### config.mk
export PLATFORM = sky130hd
export DESIGN_NAME = block_serializer
export DESIGN_NICKNAME = d
export VERILOG_FILES = /design/src/rtl/block_serializer.sv
export SDC_FILE = /design/constraint.sdc
export NUM_CORES = 1
export LEC_CHECK = 0
export CAP_MARGIN = 20
export CORE_MARGIN = 2
export CORE_UTILIZATION = 54
export CTS_CLUSTER_DIAMETER = 50
export CTS_CLUSTER_SIZE = 12
export DETAILED_ROUTE_END_ITERATION = 6
export GPL_TIMING_DRIVEN = 1
export HOLD_SLACK_MARGIN = 0.06
export PLACE_DENSITY = 0.85
export SYNTH_ARGS = -nofsm -noshare
export SYNTH_HDL_FRONTEND = slang
export SYNTH_SLANG_ARGS = --single-unit
### constraint.sdc
create_clock -name iClk -period 4.6 [get_ports iClk]
set_clock_uncertainty 0.05 [all_clocks]
set_input_delay 0.46 -clock iClk [delete_from_list [all_inputs] [get_ports iClk]]
set_output_delay 0.46 -clock iClk [all_outputs]
set_load 0.005 [all_outputs]
### src/rtl/block_serializer.sv
// block_serializer: captures a BLOCK_W-bit block and emits it LSB first, one bit per valid/ready transfer,
// with per-word and end-of-block pulses.
module block_serializer #(
  parameter int BLOCK_W = 512,
  parameter int WORD_W  = 32,
  localparam int CW = $clog2(WORD_W) + 1,
  localparam int OW = $clog2(BLOCK_W) + 1
) (
  input  logic               iClk,
  input  logic               iRst,
  input  logic               iStart,
  input  logic [BLOCK_W-1:0] iBlock,
  input  logic               iAbort,
  input  logic               iReady,
  output logic               oBit,
  output logic               oBit_valid,
  output logic [CW-1:0]      oBit_counter,
  output logic [OW-1:0]      oWord_offset,
  output logic               oWord_done,
  output logic               oBusy,
  output logic               oDone
);
  typedef enum logic [1:0] {IDLE, SEND, DONE} state_t;
  state_t             state_q;
  logic [BLOCK_W-1:0] shadow_q;
  logic [CW-1:0]      cnt_q;
  logic [OW-1:0]      off_q;
  logic               word_done_q;
  logic               last_bit, last_word;
  assign last_bit  = cnt_q == CW'(WORD_W - 1);
  assign last_word = off_q == OW'(BLOCK_W - WORD_W);
  always_ff @(posedge iClk or negedge iRst) begin
    if (!iRst) begin
      state_q     <= IDLE;
      shadow_q    <= '0;
      cnt_q       <= '0;
      off_q       <= '0;
      word_done_q <= 1'b0;
    end else if (iAbort) begin
      state_q     <= IDLE;
      shadow_q    <= '0;
      cnt_q       <= '0;
      off_q       <= '0;
      word_done_q <= 1'b0;
    end else begin
      word_done_q <= 1'b0;
      case (state_q)
        IDLE: if (iStart) begin
          shadow_q <= iBlock;
          cnt_q    <= '0;
          off_q    <= '0;
          state_q  <= SEND;
        end
        SEND: if (iReady) begin
          shadow_q <= shadow_q >> 1;
          if (last_bit) begin
            cnt_q       <= '0;
            off_q       <= off_q + OW'(WORD_W);
            word_done_q <= 1'b1;
            if (last_word) state_q <= DONE;
          end else begin
            cnt_q <= cnt_q + CW'(1);
          end
        end
        DONE: begin
          state_q <= IDLE;
          cnt_q   <= '0;
          off_q   <= '0;
        end
        default: state_q <= IDLE;
      endcase
    end
  end
  // Outputs are pure decodes of registered state, so iReady never reaches oBit/oBit_valid.
  assign oBit         = shadow_q[0];
  assign oBit_valid   = state_q == SEND;
  assign oBusy        = state_q == SEND;
  assign oDone        = state_q == DONE;
  assign oWord_done   = word_done_q;
  assign oBit_counter = cnt_q;
  assign oWord_offset = off_q;
endmodule
==> results.ini, run 1 <==
[hold_path]
hp-class=in -> reg
whs_path_depth=3

[floorplanning]
core_sq_um=42100
die_x_um=211
start_util=0.549
std_cell_rows=75
die-area_sq_um=44500
dieHeight_um=211
ios=538

[routing]
wire_per_inst_um=20.1
vias_per_cell=6.11
wl_mm=66.9
drtIter0Drc=2523
drc_errors=0
firstDrtPassIters=7
postRouteAntennaNets=0
vias=20366

[finish]
nNetsFinal=3270
syn_to_final_growth_pct=30.1
final_cell_mix=531 x clkdlybuf4s50_1, 526 x dfrtp_1, 516 x nor2_1, 512 x a21oi_1, 511 x a22oi_1
layout-drive-gt1-share=0.0390
final_common_cell=clkdlybuf4s50_1

[sta]
setup_violations=0
slew_headroom=0.451
rsz0062_at_grt=false
worstMarginPinSlew_ns=0.824
fin_ws_ns=1.97
finalHoldViolations=0
whs_ns=0.388
min_period_over_period=0.573
fin_setup_tns_ns=0
slew_violations=0
clock.fmax_ghz=0.380
period_minus_slack_ns=2.63

[synthesis]
synth_top_area_share=0.569
yosys.area.top_type=dfrtp_1
synth_warnings=0
synth-seq-cells=526
netlist_instances=2365
synth_area_sq_um=23100
ys_top_cells_by_area=dfrtp_1 57%, a22oi_1 17%, a21oi_1 11%, nor2_1 8.4%, buf_2 3.0%
syn_area_per_cell_sq_um=9.77
synth_cell_types=42
ys_seq_area_frac=0.569

[flow_run]
max_cap_violations=0

[global_routing]
antenna_found_initial=19
grt_usage=0.293
grt_max_degree=190
first_global_vias=19967
grt_overflow=0
grt_pass1_wl_mm=104

[clocking]
cts_setup_buffers=0
cts_buffers=54
cts_tree=built
post_cts_resized=0
h-tree-depth=2
clock_latency_ns=0.59
cts.reportedPaths.clkPinSlew_ns=0.06
root_buffer=clkbuf_16
clock-sinks=526
cts_buffer_depth=3

[worst_setup_path]
critPathLaunchType=register
endpoint_kind=register
r2r.worst_path.cells=5
critPathMaxFanout=106
critical_path_arrival_ns=3.10
worst-setup-path-type=reg -> reg
worstPathRequired_ns=5.07

[power]
clkPwrFrac=0.362
ir_worst_vdd_mv=0.335
power_frac_seq=0.487
p_sw_mw=2.98
swShare=0.261
p_comb_frac=0.151
p_int_mw=8.40
powerDensity_nw_per_um2=378
leakage_nw=12.9

[outcome]
status=finished, final reports clean

[placed_design]
hpwlAfterDp_mm=43.7
numPortBuffers=532
place.gp.congestion=0.863
dp_slack_ns=1.49

[area by class of cell]
class	instances	area [sq um]
Tap cell	539	674
Clock inverter	9	115
Inverter	2	7.51
Antenna cell	20	50.0
Sequential cell	526	13200
Fill cell	2997	12000
Multi-Input combinational cell	1606	8800
Timing Repair Buffer	561	5790
Clock buffer	68	1490
[final timing paths]
path | endpoint | from | slack (ns)
worst min-delay path | shadow_q[511] | iBlock[511] | 0.39
worst max-delay path | shadow_q[159] | state_q[0] | 1.97
max in group asynchronous | shadow_q[340] | iRst | 2.96
worst max register to register | shadow_q[159] | state_q[0] | 1.97
worst min register to register | shadow_q[484] | shadow_q[484] | 0.48
min in group asynchronous | shadow_q[19] | iRst | 0.44
[metrics by stage]
step / power (mW) / utilization / std cells / instance area [sq um]
CTS: 11.4 / 0.713 / 3311 / 30000
floorplan: 6.47 / - / 2369 / 23100
detailed placement: 7.30 / 0.675 / 3233 / 28400
finish: 11.4 / 0.714 / 3331 / 30100
global route: 11.9 / 0.714 / 3326 / 30100
global placement: 7.19 / 0.675 / 3233 / 28400
[critical path: stages, from the launching register on]
cell,delay (ns)
dfrtp_1,0.56
nor3b_4,0.37
buf_12,0.42
buf_4,0.66
a22oi_1,0.23
a21oi_1,0.20
[sequential cells by signal, indices dropped and copies added (netlist names)]
name / count
oWord_done: 1
oWord_offset: 5
oBit_counter: 6
state_q: 2
shadow_q: 512
[logic make-up (layout without fill, tap and decap cells)]
kind of cell / count (synthesis) / after routing / share of synthesized area
adder cells (fa/ha/maj): 2 / 2 / 0.00108
buffers and inverters: 237 / 640 / 0.0508
AND/OR/NAND/NOR: 550 / 550 / 0.0935
AO/OA/AOI/OAI: 1046 / 1046 / 0.284
other: 1 / 25 / 0.000162
flip-flops: 526 / 526 / 0.569
multiplexers: 3 / 3 / 0.00135
[Yosys cell counts, drive strengths merged]
| cell type | number |
|---|---|
| dfrtp | 526 |
| nor2 | 517 |
| a21oi | 512 |
| a22oi | 511 |
| buf | 167 |
| clkbuf | 68 |
| o21ai | 12 |
| nand3 | 8 |
| nand2 | 7 |
| a31oi | 2 |
| and2 | 2 |
| and3 | 2 |
| ha | 2 |
| inv | 2 |
| mux2i | 2 |
| nand2b | 2 |
| nor2b | 2 |
| nor3b | 2 |
| nor4 | 2 |
| o31ai | 2 |
| a21boi | 1 |
| a22o | 1 |
| a31o | 1 |
| and4 | 1 |
| conb | 1 |
| mux2 | 1 |
| nand4 | 1 |
| nor3 | 1 |
| o21a | 1 |
| o21ba | 1 |
| o2bb2ai | 1 |
| o31a | 1 |
| or3 | 1 |
| or3b | 1 |
| or4 | 1 |
[timing repair]
item	4_1_cts	5_1_grt
hold endpoints to repair	91	0
hold buffers	1	0
setup endpoints to repair	0	0
[per-layer routing]
metal  share of wire  global-route usage
met5         0.00037                   0
met4           0.053               0.166
met2            0.49               0.474
met3           0.077              0.0715
met1            0.38               0.363
[power by group through the flow]
| stage | Sequential [mW] | Clock [mW] | Combinational (mW) |
|---|---|---|---|
| 3_5_place_dp | 5.60 | 0 | 1.70 |
| 4_1_cts | 5.52 | 4.19 | 1.72 |
| 3_3_place_gp | 5.56 | 0 | 1.63 |
| 6_report | 5.54 | 4.12 | 1.72 |
| 2_1_floorplan | 5.49 | 0 | 0.980 |
| 5_1_grt | 5.59 | 4.39 | 1.91 |
(Power assumes the default switching activity.)
==> run 2: changes to the inputs <==
CORE_UTILIZATION = 46   (was 54)
PLACE_DENSITY = 0.77   (was 0.85)
clock period = 2.14 ns   (was 4.6 ns; I/O delays follow)
==> run 2 against run 1 <==
Net effect:
- register-to-register slack lost 1.8 ns
- highest routed layer unchanged
- critical path type is now reg -> out
- non-clock buffer count rose by 66
- die area is 17% higher
- cell area increased by 3.2%
==> results.ini, run 2 (synthesized netlist as in run 1, its figures left out) <==
[outcome]
status=finished, final reports clean  ; unchanged

[floorplanning]
start_util=0.464  ; was 0.549
ios=538  ; unchanged
dieHeight_um=228  ; was 211 um
core_sq_um=49900  ; was 42100 sq um
die-area_sq_um=52100  ; was 44500 sq um
std_cell_rows=82  ; was 75
die_x_um=228  ; was 211 um

[finish]
syn_to_final_growth_pct=34.4  ; was 30.1%
finalInstanceArea_sq_um=31100  ; was 30100 sq um
layout.cells.non_filler=3522  ; was 3331
regMostFlops=shadow_q  ; unchanged
layout-drive-gt1-share=0.0619  ; was 0.0390
nNetsFinal=3336  ; was 3270
largest_register_ffs=512  ; unchanged
nFillCells=4021  ; was 2997
final_common_cell=clkdlybuf4s50_1  ; unchanged
final_cell_mix=528 x clkdlybuf4s50_1, 524 x dfrtp_1, 516 x nor2_1, 512 x a21oi_1, 511 x a22oi_1  ; was 531 x clkdlybuf4s50_1, 526 x dfrtp_1, 516 x nor2_1, 512 x a21oi_1, 511 x a22oi_1

[sta]
rsz0062_at_grt=false  ; unchanged
worstMarginPinSlew_ns=0.511  ; was 0.824 ns
slew_headroom=0.658  ; was 0.451
min_period_over_period=0.919
period_minus_slack_ns=1.97
finalHoldViolations=0  ; unchanged
clock.fmax_ghz=0.509
setup_violations=0  ; unchanged
fin_ws_ns=0.174  ; was 1.97 ns
slew_violations=0  ; unchanged

[global_routing]
antenna_found_initial=10  ; was 19
grt_max_degree=131  ; was 190
grt_pass1_wl_mm=108  ; was 104 mm
met3_usage=0.0564  ; was 0.0715
grt.busiest_layer=met2  ; unchanged
grt_overflow=0  ; unchanged
met1_usage=0.327  ; was 0.363
grt_usage=0.257  ; was 0.293
first_global_vias=20193  ; was 19967
met2_usage=0.428  ; was 0.474

[clocking]
h-tree-depth=2  ; unchanged
clock_latency_ns=0.59  ; about the same
cts.reportedPaths.clkPinSlew_ns=0.06  ; about the same
cts_tree=built  ; unchanged
cts_buffer_depth=3  ; unchanged
cts_buffers=54  ; unchanged
root_buffer=clkbuf_16  ; unchanged
clock-sinks=526  ; unchanged

[placed_design]
dp_slack_ns=-0.0268  ; was 1.49 ns
post_dp_cell_area_sq_um=29400  ; was 28400 sq um
dp.cells=3429  ; was 3233
place.gp.congestion=0.899  ; was 0.863
hpwlAfterDp_mm=46.8  ; was 43.7 mm
numPortBuffers=532  ; unchanged

[flow_run]
max_cap_violations=0  ; unchanged

[power]
ir_worst_vdd_mv=0.615  ; was 0.335 mV
clkPwrFrac=0.359  ; was 0.362
p_int_mw=18.2  ; was 8.40 mW
leakage_nw=13.3  ; was 12.9 nW
finalPower_mw=24.7  ; was 11.4 mW
p_comb_frac=0.159  ; was 0.151
power_frac_seq=0.481  ; was 0.487
swShare=0.261  ; about the same
p_sw_mw=6.45  ; was 2.98 mW
powerDensity_nw_per_um2=795  ; was 378 nW/um^2

[routing]
vias=20343  ; was 20366
wl_mm=67.5  ; was 66.9 mm
wire_per_inst_um=19.2  ; was 20.1 um
firstDrtPassIters=6  ; was 7
drc_errors=0  ; unchanged
postRouteAntennaNets=0  ; unchanged
drtIter0Drc=2032  ; was 2523
vias_per_cell=5.78  ; was 6.11

[worst_setup_path]
slowest_stage=clkdlybuf4s50_1  ; was buf_4
crit_family=buffers and inverters  ; unchanged
crit_chain=clkdlybuf4s50_1  ; was nor3b_4 > buf_12 > buf_4 > a22oi_1 > a21oi_1
critPathMaxFanout=8  ; was 106
critPathLaunchType=register  ; unchanged
worstPathRequired_ns=1.88  ; was 5.07 ns
crit_buf_inv=1  ; was 2
endpoint_kind=primary output  ; was register
critical_path_arrival_ns=1.70  ; was 3.10 ns
worst-setup-path-type=reg -> out  ; was reg -> reg
crit_path_max_incr_delay_ns=0.64  ; was 0.66 ns

[hold_path]
hp-class=in -> async  ; was in -> reg

-- run 2: cell types whose count changed in the layout (fill, tap and decap cells not counted) --
cell / delta
buf_4: +39
buf_12: +27
diode_2: -15
clkbuf_1: +7
clkdlybuf4s50_1: -3
clkinv_2: +3
dlygate4sd2_1: +3
clkbuf_16: +2
clkbuf_8: -2
dfrtp_1: -2
dfrtp_2: +2
bufinv_16: -1
clkinv_4: -1
inv_6: -1
-- run 2: stage by stage --
stage	utilization	hold slack [ns]	setup TNS (ns)
floorplan	-	-0.132	0
global placement	0.590	0.122	0
detailed placement	0.590	0.126	-0.0339
CTS	0.623	0.0870	0
global route	0.623	0.126	0
finish	0.623	0.0988	0
-- run 2: worst paths after layout --
kind | endpoint | from | cells past startpoint | slack (ns)
worst max-delay path | oBit_counter[5] | oBit_counter[5] | 1 | 0.17
worst min-delay path | shadow_q[412] | iRst | 2 | 0.1
worst max register to register | shadow_q[268] | state_q[0] | 7 | 0.18
worst min register to register | shadow_q[345] | shadow_q[345] | 2 | 0.47
max in group asynchronous | shadow_q[358] | iRst | 3 | 1.11
min in group iClk | shadow_q[511] | iBlock[511] | 3 | 0.17
-- run 2: final cells by class --
type	instances	area (sq um)	share of cell area
Sequential cell	526	13200	0.424
Clock inverter	9	82.6	0.00266
Clock buffer	75	1530	0.0494
Multi-Input combinational cell	1606	8800	0.283
Timing Repair Buffer	627	6620	0.213
Tap cell	672	841	0.0271
Antenna cell	5	12.5	0.000403
Inverter	2	7.51	0.000242
-- run 2: metal layers --
metal,up-vias,part of all wire
met2,725,0.50
li1,9482,-
met5,-,0.00096
met4,10,0.035
met3,147,0.067
met1,9979,0.40
-- run 2: power groups by stage --
stage               Clock (mW)  Sequential, mW  Combinational, mW
floorplan                    0            11.8               2.11
detailed placement           0            12.0               3.92
finish                    8.86            11.9               3.93
CTS                       9.05            11.9               3.96
global placement             0            12.0               3.77
global route              9.45            12.0               4.37
-- run 2: timing repair --
| action | 4_1_cts | 5_1_grt |
|---|---|---|
| hold endpoints to repair | 526 | 0 |
| hold buffers | 1 | 0 |
| endpoints found under the setup margin | 3 | 0 |
| resized for setup | 5 | 0 |
| buffers inserted | 3 | 0 |
